**src/rtl/uart_rx.sv**
```systemverilog
// UART 8-bit receiver (1 start, 8 data LSB-first, optional even parity, 1 stop) with valid/ready output.
// Define UART_RX_PARITY_EN to expect an even-parity bit after data bit 7.
module uart_rx #(
  parameter int CLK_FRE   = 50_000_000,
  parameter int BAUD_RATE = 57600
) (
  input  logic       clk,
  input  logic       rst,
  input  logic       rx_pin,
  output logic [7:0] rx_data,
  output logic       rx_data_valid,
  input  logic       rx_data_ready,
  output logic       rx_frame_err,
  output logic       rx_overrun,
  output logic       rx_parity_err
);

  localparam int          CYCLE    = CLK_FRE / BAUD_RATE;
  localparam logic [15:0] CNT_LAST = 16'(CYCLE - 1);
  localparam logic [15:0] CNT_MID  = 16'(CYCLE / 2 - 1);

`ifdef UART_RX_PARITY_EN
  typedef enum logic [2:0] {
    S_IDLE = 3'd0, S_START = 3'd1, S_DATA = 3'd2, S_STOP = 3'd3, S_BREAK = 3'd4, S_PARITY = 3'd5
  } state_t;

  function automatic logic even_parity_ok(input logic [7:0] data, input logic par);
    even_parity_ok = (^{data, par}) == 1'b0;
  endfunction
`else
  typedef enum logic [2:0] {
    S_IDLE = 3'd0, S_START = 3'd1, S_DATA = 3'd2, S_STOP = 3'd3, S_BREAK = 3'd4
  } state_t;
`endif

  state_t      state_r, state_n;
  logic [15:0] cnt_r, cnt_n, cnt_keep_s;
  logic [2:0]  bit_cnt_r, bit_cnt_n;
  logic [7:0]  shreg_r, shreg_n;
  logic        sync1_r, sync2_r, rx_s;
  logic        load_s, frame_err_s, overrun_s, parity_err_s;
`ifdef UART_RX_PARITY_EN
  logic        par_r, par_n;
`endif

  assign rx_s = sync2_r;

  // Next-state, datapath and event strobes; cnt restarts whenever the state changes
  always_comb begin
    state_n      = state_r;
    cnt_keep_s   = cnt_r + 16'd1;
    bit_cnt_n    = bit_cnt_r;
    shreg_n      = shreg_r;
    load_s       = 1'b0;
    frame_err_s  = 1'b0;
    overrun_s    = 1'b0;
    parity_err_s = 1'b0;
`ifdef UART_RX_PARITY_EN
    par_n        = par_r;
`endif
    case (state_r)
      S_IDLE: begin
        cnt_keep_s = 16'd0;
        bit_cnt_n  = 3'd0;
        if (!rx_s) state_n = S_START;
        else       state_n = S_IDLE;
      end
      S_START: begin
        if (cnt_r == CNT_MID && rx_s) state_n = S_IDLE;
        else if (cnt_r == CNT_LAST)   state_n = S_DATA;
        else                          state_n = S_START;
      end
      S_DATA: begin
        if (cnt_r == CNT_MID) shreg_n[bit_cnt_r] = rx_s;
        else                  shreg_n = shreg_r;
        if (cnt_r == CNT_LAST) begin
          cnt_keep_s = 16'd0;
          bit_cnt_n  = bit_cnt_r + 3'd1;
          if (bit_cnt_r == 3'd7) begin
`ifdef UART_RX_PARITY_EN
            state_n = S_PARITY;
`else
            state_n = S_STOP;
`endif
          end else begin
            state_n = S_DATA;
          end
        end else begin
          state_n = S_DATA;
        end
      end
`ifdef UART_RX_PARITY_EN
      S_PARITY: begin
        if (cnt_r == CNT_MID) par_n = rx_s;
        else                  par_n = par_r;
        if (cnt_r == CNT_LAST) state_n = S_STOP;
        else                   state_n = S_PARITY;
      end
`endif
      // Decide at mid stop bit so a following start edge is never missed
      S_STOP: begin
        if (cnt_r == CNT_MID) begin
          if (!rx_s) begin
            frame_err_s = 1'b1;
            state_n     = S_BREAK;
          end
`ifdef UART_RX_PARITY_EN
          else if (!even_parity_ok(shreg_r, par_r)) begin
            parity_err_s = 1'b1;
            state_n      = S_IDLE;
          end
`endif
          else if (rx_data_valid && !rx_data_ready) begin
            overrun_s = 1'b1;
            state_n   = S_IDLE;
          end else begin
            load_s  = 1'b1;
            state_n = S_IDLE;
          end
        end else begin
          state_n = S_STOP;
        end
      end
      S_BREAK: begin
        cnt_keep_s = 16'd0;
        if (rx_s) state_n = S_IDLE;
        else      state_n = S_BREAK;
      end
      default: begin
        state_n    = S_IDLE;
        cnt_keep_s = 16'd0;
      end
    endcase
    cnt_n = (state_n != state_r) ? 16'd0 : cnt_keep_s;
  end

  // Synchronizer, FSM state, output register and handshake
  always_ff @(posedge clk) begin
    if (rst) begin
      sync1_r       <= 1'b1;
      sync2_r       <= 1'b1;
      state_r       <= S_IDLE;
      cnt_r         <= 16'd0;
      bit_cnt_r     <= 3'd0;
      shreg_r       <= 8'd0;
      rx_data       <= 8'd0;
      rx_data_valid <= 1'b0;
      rx_frame_err  <= 1'b0;
      rx_overrun    <= 1'b0;
    end else begin
      sync1_r      <= rx_pin;
      sync2_r      <= sync1_r;
      state_r      <= state_n;
      cnt_r        <= cnt_n;
      bit_cnt_r    <= bit_cnt_n;
      shreg_r      <= shreg_n;
      rx_frame_err <= frame_err_s;
      rx_overrun   <= overrun_s;
      if (load_s) begin
        rx_data       <= shreg_r;
        rx_data_valid <= 1'b1;
      end else if (rx_data_valid && rx_data_ready) begin
        rx_data_valid <= 1'b0;
      end else begin
        rx_data_valid <= rx_data_valid;
      end
    end
  end

`ifdef UART_RX_PARITY_EN
  // Parity sample and error pulse register
  always_ff @(posedge clk) begin
    if (rst) begin
      par_r         <= 1'b0;
      rx_parity_err <= 1'b0;
    end else begin
      par_r         <= par_n;
      rx_parity_err <= parity_err_s;
    end
  end
`else
  assign rx_parity_err = 1'b0;
`endif

endmodule

```
**config.mk**
```make
export PLATFORM = sky130hd
export DESIGN_NAME = uart_rx
export DESIGN_NICKNAME = d
export VERILOG_FILES = /design/src/rtl/uart_rx.sv
export SDC_FILE = /design/constraint.sdc
export NUM_CORES = 1
export LEC_CHECK = 0
export BUFFER_PORTS_ARGS = -buffer_cell sky130_fd_sc_hd__clkbuf_2
export CORE_ASPECT_RATIO = 0.7
export CORE_MARGIN = 10
export CORE_UTILIZATION = 60
export CTS_BUF_LIST = sky130_fd_sc_hd__clkbuf_8
export CTS_CLUSTER_DIAMETER = 40
export DETAILED_ROUTE_END_ITERATION = 7
export HOLD_SLACK_MARGIN = 0.02
export PLACE_DENSITY_LB_ADDON = 0.12
export REMOVE_ABC_BUFFERS = 1
export SLEW_MARGIN = 20
export SYNTH_ARGS = -nofsm -noshare
export SYNTH_HDL_FRONTEND = slang
export SYNTH_SLANG_ARGS = --single-unit
```
**constraint.sdc**
```tcl
create_clock -name clk -period 5.15 [get_ports clk]
set_input_delay 0.7725 -clock clk [delete_from_list [all_inputs] [get_ports clk]]
set_output_delay 0.7725 -clock clk [all_outputs]
set_load 0.005 [all_outputs]
```
Word level (Yosys, flattened, before mapping)
Cells that the tools add are included.

storage, ports and cells
  logic and storage cells = 63
  output and inout port bits = 12
  input bits = 4
  register bits = 43

operators by class
  muxes and demuxes = 23
  reductions and logical operators = 14
  add/subtract/negate cells = 2
  eq/ne operators = 9
  $lt $le $gt $ge = 2
  bitwise gates (word level) = 3

operator list
  cell                                                               count
  case mux 16 bit (2 select lines)                                   1
  adder 16 x 1 -> 16 bit, second input constant                      1
  == test 16 x 10 -> 1 bit, second input constant                    1
  == test 16 x 9 -> 1 bit, second input constant                     1
  2-to-1 mux 16 bit                                                  1
  case mux 3 bit (5 select lines)                                    1
  2-to-1 mux 3 bit                                                   4
  2-to-1 mux 1 bit                                                   11
  bitwise mux 8 bit                                                  1
  == test 3 x 2 -> 1 bit, second input constant                      2
  == test 3 bit, second input constant                               2
  case mux 3 bit (2 select lines)                                    1
  logical AND 1 bit                                                  4
  less-than comparator 3 x 4 -> 1 bit, second input constant         1
  2-to-1 mux 2 bit                                                   2
  AND reduction 2 bit                                                2
  nonzero test 2 bit                                                 2
  OR reduction 2 bit                                                 2
  OR reduction 4 bit                                                 1
  adder 3 x 1 -> 3 bit, second input constant                        1
  demux 1 bit (select 3 bit)                                         1
  == test 3 x 1 -> 1 bit, second input constant                      1
  greater-or-equal comparator 3 x 1 -> 1 bit, second input constant  1
  logical NOT 3 bit                                                  1
  5 further kinds                                                    7

Depth between registers and ports, before layout
Gate-level depths: netlist of run 1.

  depth after elaboration = 7
  gate-level depth with buffers = 9
  depth with buffers taken out = 7

Worst setup path before layout of run 1
Ideal clock, no wire load.

  path kind = reg-to-reg
  start point = reg cnt_r[0]
  end point = reg cnt_r[2]
  setup time = 130 ps
  buffers on the path = 0
  cell stages (with the launch flop) = 7
  required time = 5020 ps
  arrival = 1703 ps
  path slack = 3316 ps
  period minus slack after synthesis = 1834 ps
  path through = dfxtp_1 ha_1 and4bb_2 nand4_4 or2_4 a221oi_4 nor3_1

on the way
  longest elaborated chain between the ends = 6
  elaborated cells on any way between the ends = 13
  those cells by class = add/sub (1); eq/ne (3); mux (7); reduce/logical (2)

ends and longest elaborated chain
  item                                                                        line    RTL
  start, declared                                                             37      logic [15:0] cnt_r, cnt_n, cnt_keep_s;
  start signal, assigned                                                      154     cnt_r <= cnt_n;
  == test 16 x 10 -> 1 bit / == test 16 x 9 -> 1 bit (equally long branches)  --
  2-to-1 mux 2 bit / logical AND 1 bit (equally long branches)                70, 69
  2-to-1 mux 2 bit                                                            69      if (cnt_r == CNT_MID && rx_s) state_n = S_IDLE;
  case mux 3 bit (5 select lines)                                             61      case (state_r)
  != test 3 bit                                                               134     cnt_n = (state_n != state_r) ? 16'd0 : cnt_keep_s;
  OR reduction 2 bit (no line)                                                --

Several ways; a longest one is shown, not always the timed one.
A chain may end at the register's enable or synchronous reset.

Worst setup path in the final report of run 1
  start point = reg cnt_r[12]
  end point = reg cnt_r[2]

Same word-level chain as after synthesis.

==> impl_metrics.json, run 1 <==
{
  "grtUsageTotal_pct": 12.8,
  "final.setup.tns_ns": 0,
  "dieArea_um2": 6220,
  "start_util_pct": 63.9,
  "numCtsBuffers": 5,
  "synthXorXnorAreaFrac_pct": 5.94,
  "fillers": 278,
  "p_leak_nw": 0.816,
  "yosys-top-cells-area": "dfxtp_1 (42%), mux2i_1 (7.8%), nor2_1 (6.2%), xor2_1 (3.4%), nor3_1 (2.7%)",
  "powerDensity_nw_per_um2": 253,
  "ys_seq_elements": 43,
  "rsz0062_at_grt": "false",
  "ys_warn_count": 0,
  "min_period_ns": 2.21,
  "postCtsSetupBuffers": 0,
  "htreeDepth": 2,
  "ios": 16,
  "skew_ns": 0.00345,
  "cp.required_ns": 5.30,
  "crit_path_start_kind": "flip-flop",
  "synth.top_cells.by_count": "dfxtp_1 (43), nor2_1 (34), mux2i_1 (16), nor3_1 (11), nand3_1 (9)",
  "syn_area_um2": 2060,
  "diodes": 0,
  "drt_iter0_markers": 100,
  "clk_path_buf_depth": 2,
  "cts_tree": "yes",
  "syn2layout_area_growth_pct": 6.36,
  "min_from": "sync1_r",
  "syn_area_per_cell_um2": 9.56,
  "cts.reportedPaths.clkPinSlew_ns": 0.08,
  "outcome": "complete, no violations",
  "crit_chain": "nor4_4 > and4_1 > a211oi_2 > o21ai_2 > nor3_1",
  "antenna_left": 0,
  "clockRootBuffer": "clkbuf_8",
  "antenna_found_initial": 0,
  "grt_pass1_wl_um": 6620,
  "synth_ff_type": "dfxtp_1",
  "ir_drop_mv": 0.215,
  "dp_hpwl_um": 2710,
  "synth_fa_ha_area_share_pct": 2.42,
  "firstDrtPassIters": 4,
  "synth_top_area_cell": "dfxtp_1",
  "rows": 17,
  "setup_viol": 0,
  "maxSlewHeadroom_pct": 55.7,
  "arrival_ns": 2.36,
  "avgRoutedWirePerCell_um": 13.9,
  "drc": 0,
  "fmax_mhz": 453,
  "syn_inst": 216,
  "clock-sinks": 43,
  "crit_start": "cnt_r[12]",
  "synth_top_cell_area_share_pct": 41.7,
  "final_layout_size_suffix_gt1_share_pct": 17.2,
  "synthMuxAreaShare_pct": 7.76,
  "ctsResizeCount": 0,
  "yosysSeqAreaShare_pct": 41.7,
  "gr-total-overflow": 0,
  "r2r-start": "cnt_r[12]",
  "cp-end-kind": "flip-flop",
  "critPathKind": "flip-flop to flip-flop",
  "power_uw": 555,
  "hold_class": "flip-flop to flip-flop",
  "cp_max_fo": 16,
  "synth_top_family_by_area": "simple AND/OR/NAND/NOR gates",
  "synthSimpleGateAreaFrac_pct": 30.9,
  "fin_nets": 234,
  "synth.most_common_cell": "dfxtp_1",
  "grt_pass1_vias": 1401,
  "dieHeight_um": 69.1,
  "core_um2": 3230,
  "max_cap_viol_count": 0,
  "fp.dieW_um": 90.1,
  "cts_hold_buf": 0,
  "grt_max_degree": 30,
  "yosysUniqueCellTypes": 47,
  "vias_per_cell": 5.60,
  "synth-compound-area-share_pct": 6.24,
  "drt-total-wl_um": 3800,
  "io_buffers": 14,
  "via_count": 1534,
  "min_period_over_period_pct": 42.9,
  "finalHoldViolCount": 0,
  "async_reset_ff_share_pct": 0,
  "crit_slowest_cell": "o21ai_2",
  "synth_edf_count": 0,
  "critPathMaxStageDelay_ns": 0.57,
  "worst_skew_pair.late_latency_ns": 0.29,
  "holdWs_ns": 0.420,
  "place_congestion": 0.780,
  "drv_slew": 0,
  "worst_slew_pin_slew_ns": 0.665
}
cell type report:
cell class	instances	area, µm²	share of cell area (%)
Sequential cell	43	861	39.2
Inverter	3	11.3	0.513
Clock inverter	3	15.0	0.684
Clock buffer	5	68.8	3.13
Multi-Input combinational cell	158	1100	50.3
Timing Repair Buffer	15	77.6	3.53
Tap cell	47	58.8	2.68
worst max-delay path, delay by kind of cell (launching register included):
kind | cells | cell delay (ns)
compound gates | 2 | 0.69
flops | 1 | 0.36
simple gates | 3 | 1.01
metal layers:
metal,part of all wire (%),GRT usage [%]
met2,40,17.4
met3,5.5,5.39
met1,53,17.0
met5,0,0
met4,1.4,5.75
report_power, final:
group	switching (mW)	internal, mW
Sequential	0.00239	0.333
Combinational	0.00969	0.00582
Clock	0.111	0.0928
Total	0.123	0.432
layout by cell type (no fill, tap or decap), drive strengths merged, types with 2 or more instances in the layout:
cell type	n
nor2	34
or2	4
nand3	9
clkinv	3
nand2b	5
and4	4
ha	4
inv	3
xnor2	6
nand4	7
and3	4
dfxtp	43
xor2	8
and2	3
and4b	2
nand2	8
clkbuf	19
o21ai	3
nand3b	2
a211oi	2
nor2b	2
nor4	4
a21oi	3
a22oi	2
nor3	11
mux2i	16
nor3b	5
cells by family (layout without fill, tap and decap cells):
group,count (synthesis),count (layout)
compound gates,15,15
xor+xnor,14,14
fa+ha+maj,4,4
buf+inv,15,26
flops,43,43
mux,16,16
other cells,1,1
simple gates,108,108
final timing paths:
kind | cells after the start | slack [ns] | endpoint
max | 5 | 2.94 | cnt_r[2]
min | 1 | 0.42 | rx_s
max reg2reg | 5 | 2.94 | cnt_r[2]
min reg2reg | 1 | 0.42 | rx_s
registers in the layout, indices dropped and copies added, names as in the netlist:
register and count:
rx_s 1, shreg_r 8, sync1_r 1, rx_data 8, cnt_r 16, bit_cnt_r 3, state_r 3, rx_overrun 1
rx_data_valid 1, rx_frame_err 1
per-stage QoR:
stage                     util (%)  std cells  worst slack, ns  instance area (µm²)
after floorplan                  -        204             2.80                 1980
after global placement        65.3        266             3.05                 2110
after detailed placement      65.3        266             2.97                 2110
after CTS                     67.9        274             2.92                 2200
after global routing          67.9        274             2.77                 2200
final                         67.9        274             2.94                 2200
Power figures use the tool's default switching activity.
==> run 2: changes to the inputs <==
--- a/config.mk
+++ b/config.mk
@@ -5,10 +5,11 @@
 export SDC_FILE = /design/constraint.sdc
 export NUM_CORES = 1
 export LEC_CHECK = 0
+export ABC_AREA = 1
 export BUFFER_PORTS_ARGS = -buffer_cell sky130_fd_sc_hd__clkbuf_2
 export CORE_ASPECT_RATIO = 0.7
 export CORE_MARGIN = 10
-export CORE_UTILIZATION = 60
+export CORE_UTILIZATION = 56
 export CTS_BUF_LIST = sky130_fd_sc_hd__clkbuf_8
 export CTS_CLUSTER_DIAMETER = 40
 export DETAILED_ROUTE_END_ITERATION = 7
==> constraint.sdc (replaced) <==
create_clock -name clk -period 2 [get_ports clk]
set_input_delay 0.3 -clock clk [delete_from_list [all_inputs] [get_ports clk]]
set_output_delay 0.3 -clock clk [all_outputs]
set_load 0.005 [all_outputs]
==> impl_metrics.json, run 2 <==
{
  "arrival_ns": 2.00,
  "worst_skew_pair.late_latency_ns": 0.30,
  "yosysSeqAreaShare_pct": 39.1,
  "grt_pass1_wl_um": 7800,
  "min_period_ns": 1.80,
  "synth_top_area_cell": "dfxtp_1",
  "numCtsBuffers": 5,
  "ir_drop_mv": 0.479,
  "critPathKind": "flip-flop to flip-flop",
  "grtUsageTotal_pct": 13.8,
  "firstDrtPassIters": 5,
  "ys_warn_count": 0,
  "syn_inst": 286,
  "clock-sinks": 43,
  "ctsResizeCount": 0,
  "yosys-top-cells-area": "dfxtp_1 (39%), nor2_1 (8.7%), nor2_4 (6.1%), nand2_1 (6.0%), inv_1 (4.9%)",
  "cp.required_ns": 2.19,
  "clk_path_buf_depth": 2,
  "drc": 0,
  "drt-total-wl_um": 4390,
  "via_count": 1810,
  "largestRegisters": "cnt_r x16, rx_data x8, shreg_r x8",
  "async_reset_ff_share_pct": 0,
  "r2r-start": "cnt_r[0]",
  "cts.reportedPaths.clkPinSlew_ns": 0.08,
  "grt_max_degree": 17,
  "drv_slew": 0,
  "p_leak_nw": 1.03,
  "rsz0062_at_grt": "false",
  "synth.top_cells.by_count": "nor2_1 (51), dfxtp_1 (43), nand2_1 (35), inv_1 (29), nand3_1 (19)",
  "synth_top_cell_area_share_pct": 39.1,
  "fin_nets": 313,
  "vias_per_cell": 5.08,
  "finalHoldViolCount": 0,
  "syn_area_um2": 2200,
  "max_cap_viol_count": 0,
  "place_congestion": 0.850,
  "io_buffers": 14,
  "min_to": "sync1_r",
  "htreeDepth": 2,
  "cts_hold_buf": 0,
  "dp_hpwl_um": 3330,
  "grt_pass1_vias": 1647,
  "final.setup.tns_ns": 0,
  "final_common_cell": "nor2_1",
  "min_from": "rx_pin",
  "final_layout_size_suffix_gt1_share_pct": 24.8,
  "crit_start": "cnt_r[0]",
  "syn2layout_area_growth_pct": 11.5,
  "r2r_cells": 11,
  "largest_reg_flops": 16,
  "dieHeight_um": 72.4,
  "clockRootBuffer": "clkbuf_8",
  "diodes": 0,
  "outcome": "complete, no violations",
  "regMostFlops": "cnt_r",
  "syn_area_per_cell_um2": 7.69,
  "cts_tree": "yes",
  "core_um2": 3650,
  "dp.cells": 348,
  "cp-end-kind": "flip-flop",
  "ys_seq_elements": 43,
  "skew_ns": 0.00543,
  "ios": 16,
  "cp_max_fo": 16,
  "start_util_pct": 60.3,
  "rows": 18,
  "reg2reg_setup_slack_ns": 0.20,
  "avgRoutedWirePerCell_um": 12.3,
  "postCtsSetupBuffers": 0,
  "fmax_mhz": 555,
  "finalNonFillerCells": 356,
  "yosysUniqueCellTypes": 32,
  "antenna_left": 0,
  "dieArea_um2": 6870,
  "hold_depth": 2,
  "setup_viol": 0,
  "antenna_found_initial": 0,
  "final_cell_mix": "nor2_1 (51), dfxtp_1 (43), nand2_1 (35), inv_1 (29), nand3_1 (19)",
  "drt_iter0_markers": 157,
  "crit_path_start_kind": "flip-flop",
  "regToRegEndpoint": "cnt_r[0]",
  "synth_ff_type": "dfxtp_1",
  "fp.dieW_um": 94.9,
  "synth_edf_count": 0,
  "synth.most_common_cell": "nor2_1",
  "hold_class": "input port to flip-flop",
  "min_period_over_period_pct": 90.1,
  "powerDensity_nw_per_um2": 656,
  "gr-total-overflow": 0
}
-- run 2: worst max-delay path by stage --
stage                             to  slack [ns]
after floorplan             cnt_r[0]        0.30
after global placement      cnt_r[5]        0.24
after detailed placement    cnt_r[0]        0.20
after CTS                   cnt_r[4]        0.18
after global routing      rx_data[2]       0.003
final                       cnt_r[0]        0.20
-- run 2: through the flow --
step / hold WS, ns / cell area, µm² / worst slack (ns) / util, % / power, mW
CTS: 0.176 / 2450 / 0.182 / 67.2 / 1.63
global route: 0.180 / 2450 / 0.00344 / 67.2 / 1.68
floorplan: 0.369 / 2160 / 0.299 / - / 0.928
finish: 0.183 / 2450 / 0.197 / 67.2 / 1.61
detailed placement: 0.399 / 2340 / 0.196 / 64.1 / 0.954
global placement: 0.392 / 2340 / 0.236 / 64.1 / 0.953
-- run 2: per-layer routing --
layer	GRT usage, %	part of all wire, %	up-vias
li1	-	-	950
met1	21.2	54	810
met2	17.7	38	45
met3	3.91	7.0	5
met4	3.97	0.91	0
met5	0	0	-
-- run 2: worst max-delay path, cell delays in order, from the launching register on --
cell and delay (ns):
dfxtp_1 0.37, ha_1 0.16, nand3_1 0.17, nor2_8 0.17, nand2_4 0.06, nand2_2 0.09, nand2_2 0.07, nor2_4 0.12
nand3_1 0.12, nand3_4 0.11, buf_12 0.19, nor2_1 0.06
-- run 2: logic make-up (layout without fill, tap and decap cells) --
| kind of cell | after synthesis | after routing | synth area share (%) |
|---|---|---|---|
| simple gates | 152 | 152 | 38.7 |
| buf+inv | 43 | 63 | 8.30 |
| other cells | 1 | 1 | 0.170 |
| compound gates | 43 | 43 | 11.4 |
| flops | 43 | 43 | 39.1 |
| fa+ha+maj | 4 | 4 | 2.28 |
-- run 2: layout make-up --
class                   count  area (µm²)
inverters                  38         143
flip-flops and latches     43         861
clock buffers               5        68.8
repair buffers             17         118
multi-input cells         200        1160
fillers                   318        1200
clock inverters             3        43.8
well taps                  50        62.6
-- run 2: power breakdown --
group | total (mW) | leakage, nW | switching [mW] | internal (mW)
clock network | 0.675 | 0.0581 | 0.303 | 0.372
logic | 0.0675 | 0.626 | 0.0452 | 0.0224
registers | 0.866 | 0.347 | 0.00554 | 0.860
total | 1.61 | 1.03 | 0.354 | 1.25
==> run 3: changes to the inputs <==
==> constraint.sdc (replaced) <==
create_clock -name clk -period 1.5 [get_ports clk]
set_input_delay 0.225 -clock clk [delete_from_list [all_inputs] [get_ports clk]]
set_output_delay 0.225 -clock clk [all_outputs]
set_load 0.005 [all_outputs]
==> impl_metrics.json, run 3 (synthesis results as in run 2) <==
{
  "dieArea_um2": 6870,
  "multi_input_area_um2": 1470,
  "critPathKind": "flip-flop to flip-flop",
  "skew_ns": 0.00701,
  "p_leak_nw": 1.31,
  "worst_skew_pair.late_latency_ns": 0.31,
  "dp_hpwl_um": 3590,
  "arrival_ns": 2.02,
  "cts.reportedPaths.clkPinSlew_ns": 0.09,
  "fin_ws_ns": -0.320,
  "hold_class": "input port to flip-flop",
  "crit_family": "simple AND/OR/NAND/NOR gates",
  "holdWs_ns": 0.0859,
  "clock-sinks": 43,
  "regArea_um2": 876,
  "worst_slew_pin_slew_ns": 0.707,
  "outcome": "finished with violations",
  "drt_iter0_markers": 281,
  "final_common_cell": "buf_4",
  "syn2layout_area_growth_pct": 44.0,
  "vias_per_cell": 5.75,
  "drc": 0,
  "met1_usage_pct": 21.3,
  "diodes": 0,
  "numCtsBuffers": 5,
  "final_cell_mix": "buf_4 (38), dfxtp_1 (35), nand2_1 (31), nor2_1 (28)",
  "maxSlewHeadroom_pct": 52.8,
  "fin_nets": 359,
  "violations": "setup timing",
  "fin_util_pct": 86.8,
  "io_buffers": 14,
  "via_count": 2313,
  "crit_path_start_kind": "flip-flop",
  "place_congestion": 0.821,
  "powerDensity_nw_per_um2": 711,
  "clockRootBuffer": "clkbuf_8",
  "dp.cells": 385,
  "grtUsageMet2_pct": 26.2,
  "fmax_mhz": 549,
  "setup_viol": 38,
  "clk_path_buf_depth": 2,
  "rsz0062_at_grt": "true",
  "crit_slowest_cell": "dfxtp_4",
  "ir_drop_mv": 0.829,
  "timing.critical_path.buf_inv": 3,
  "final_layout_size_suffix_gt1_share_pct": 54.5,
  "firstDrtPassIters": 5,
  "drt-total-wl_um": 7500,
  "finalNonFillerCells": 402,
  "cp_max_fo": 4,
  "htreeDepth": 2,
  "min_period_ns": 1.82,
  "largestRegisters": "cnt_r x16, rx_data x8, shreg_r x8",
  "gr-total-overflow": 0,
  "dieHeight_um": 72.4,
  "antenna_left": 0,
  "max_cap_viol_count": 0,
  "drv_slew": 0,
  "grt_pass1_vias": 2002,
  "antenna_found_initial": 0,
  "min_period_over_period_pct": 121,
  "largest_reg_flops": 16,
  "critPathMaxStageDelay_ns": 0.37,
  "fillers": 183,
  "avgRoutedWirePerCell_um": 18.6,
  "power_mw": 2.25,
  "core_um2": 3650,
  "finalHoldViolCount": 0,
  "cp-end-kind": "flip-flop",
  "crit_top_cell": "nand2_4",
  "rows": 18,
  "start_util_pct": 60.3,
  "grt_most_used_layer": "met2",
  "grtUsageTotal_pct": 16.6,
  "cp.required_ns": 1.70,
  "regMostFlops": "cnt_r",
  "grt_max_degree": 16,
  "use_met3_pct": 4.42,
  "fp.dieW_um": 94.9,
  "ios": 16,
  "cts_tree": "yes",
  "crit_chain": "inv_4 > ha_4 > nand3_4 > nor2_8 > nand2_4 > inv_2 > buf_6 > nand2_4 > nor2_2 > nor2_1 > a211oi_1",
  "grt_pass1_wl_um": 9230
}
run 3: cell count changes in the layout (fill, tap and decap cells not counted), sizes merged:
cell	change
buf	+46
run 3: stage by stage:
step	worst slack (ns)	instance area [µm²]	setup TNS, ns
2_1_floorplan	-0.201	2160	-3.07
3_3_place_gp	-0.195	2620	-3.96
3_5_place_dp	-0.242	2620	-5.19
4_1_cts	-0.137	2920	-1.92
5_1_grt	-0.385	3170	-9.67
6_report	-0.320	3170	-6.45
run 3: path summary, 6_finish.rpt:
path | startpoint | endpoint | slack [ns] | depth (start not counted)
max | cnt_r[1] | shreg_r[2] | -0.32 | 11
min reg2reg | sync1_r | rx_s | 0.42 | 1
max reg2reg | cnt_r[1] | shreg_r[2] | -0.32 | 11
min | rx_pin | sync1_r | 0.09 | 2
run 3: what timing repair did:
item,4_1_cts,5_1_grt
pin swaps,27,29
setup buffers,4,7
hold buffers,0,0
endpoints found under the setup margin,36,39
gates resized for setup,54,65
run 3: routing by layer:
layer  share of wire [%]  vias up
met3                 9.6       53
met1                  39     1050
met4                 5.0        0
met5                   0        -
li1                    -     1043
met2                  46      167
run 3: power breakdown:
group	switching [mW]	internal (mW)	total, mW
combinational	0.0929	0.0558	0.149
clock	0.457	0.497	0.954
sequential	0.00612	1.14	1.15
total	0.556	1.70	2.25
run 3: layout make-up:
cell class	instances	area share, %
multi-input cells	200	46.5
flip-flops and latches	43	27.6
repair buffers	63	15.7
inverters	38	4.66
clock buffers	5	2.17
well taps	50	1.97
clock inverters	3	1.38
run 3: worst register-to-register path: stages (launching register included):
cell,delay [ns]
dfxtp_4,0.37
inv_4,0.06
ha_4,0.14
nand3_4,0.09
nor2_8,0.15
nand2_4,0.08
inv_2,0.08
buf_6,0.12
nand2_4,0.09
nor2_2,0.17
nor2_1,0.09
a211oi_1,0.27
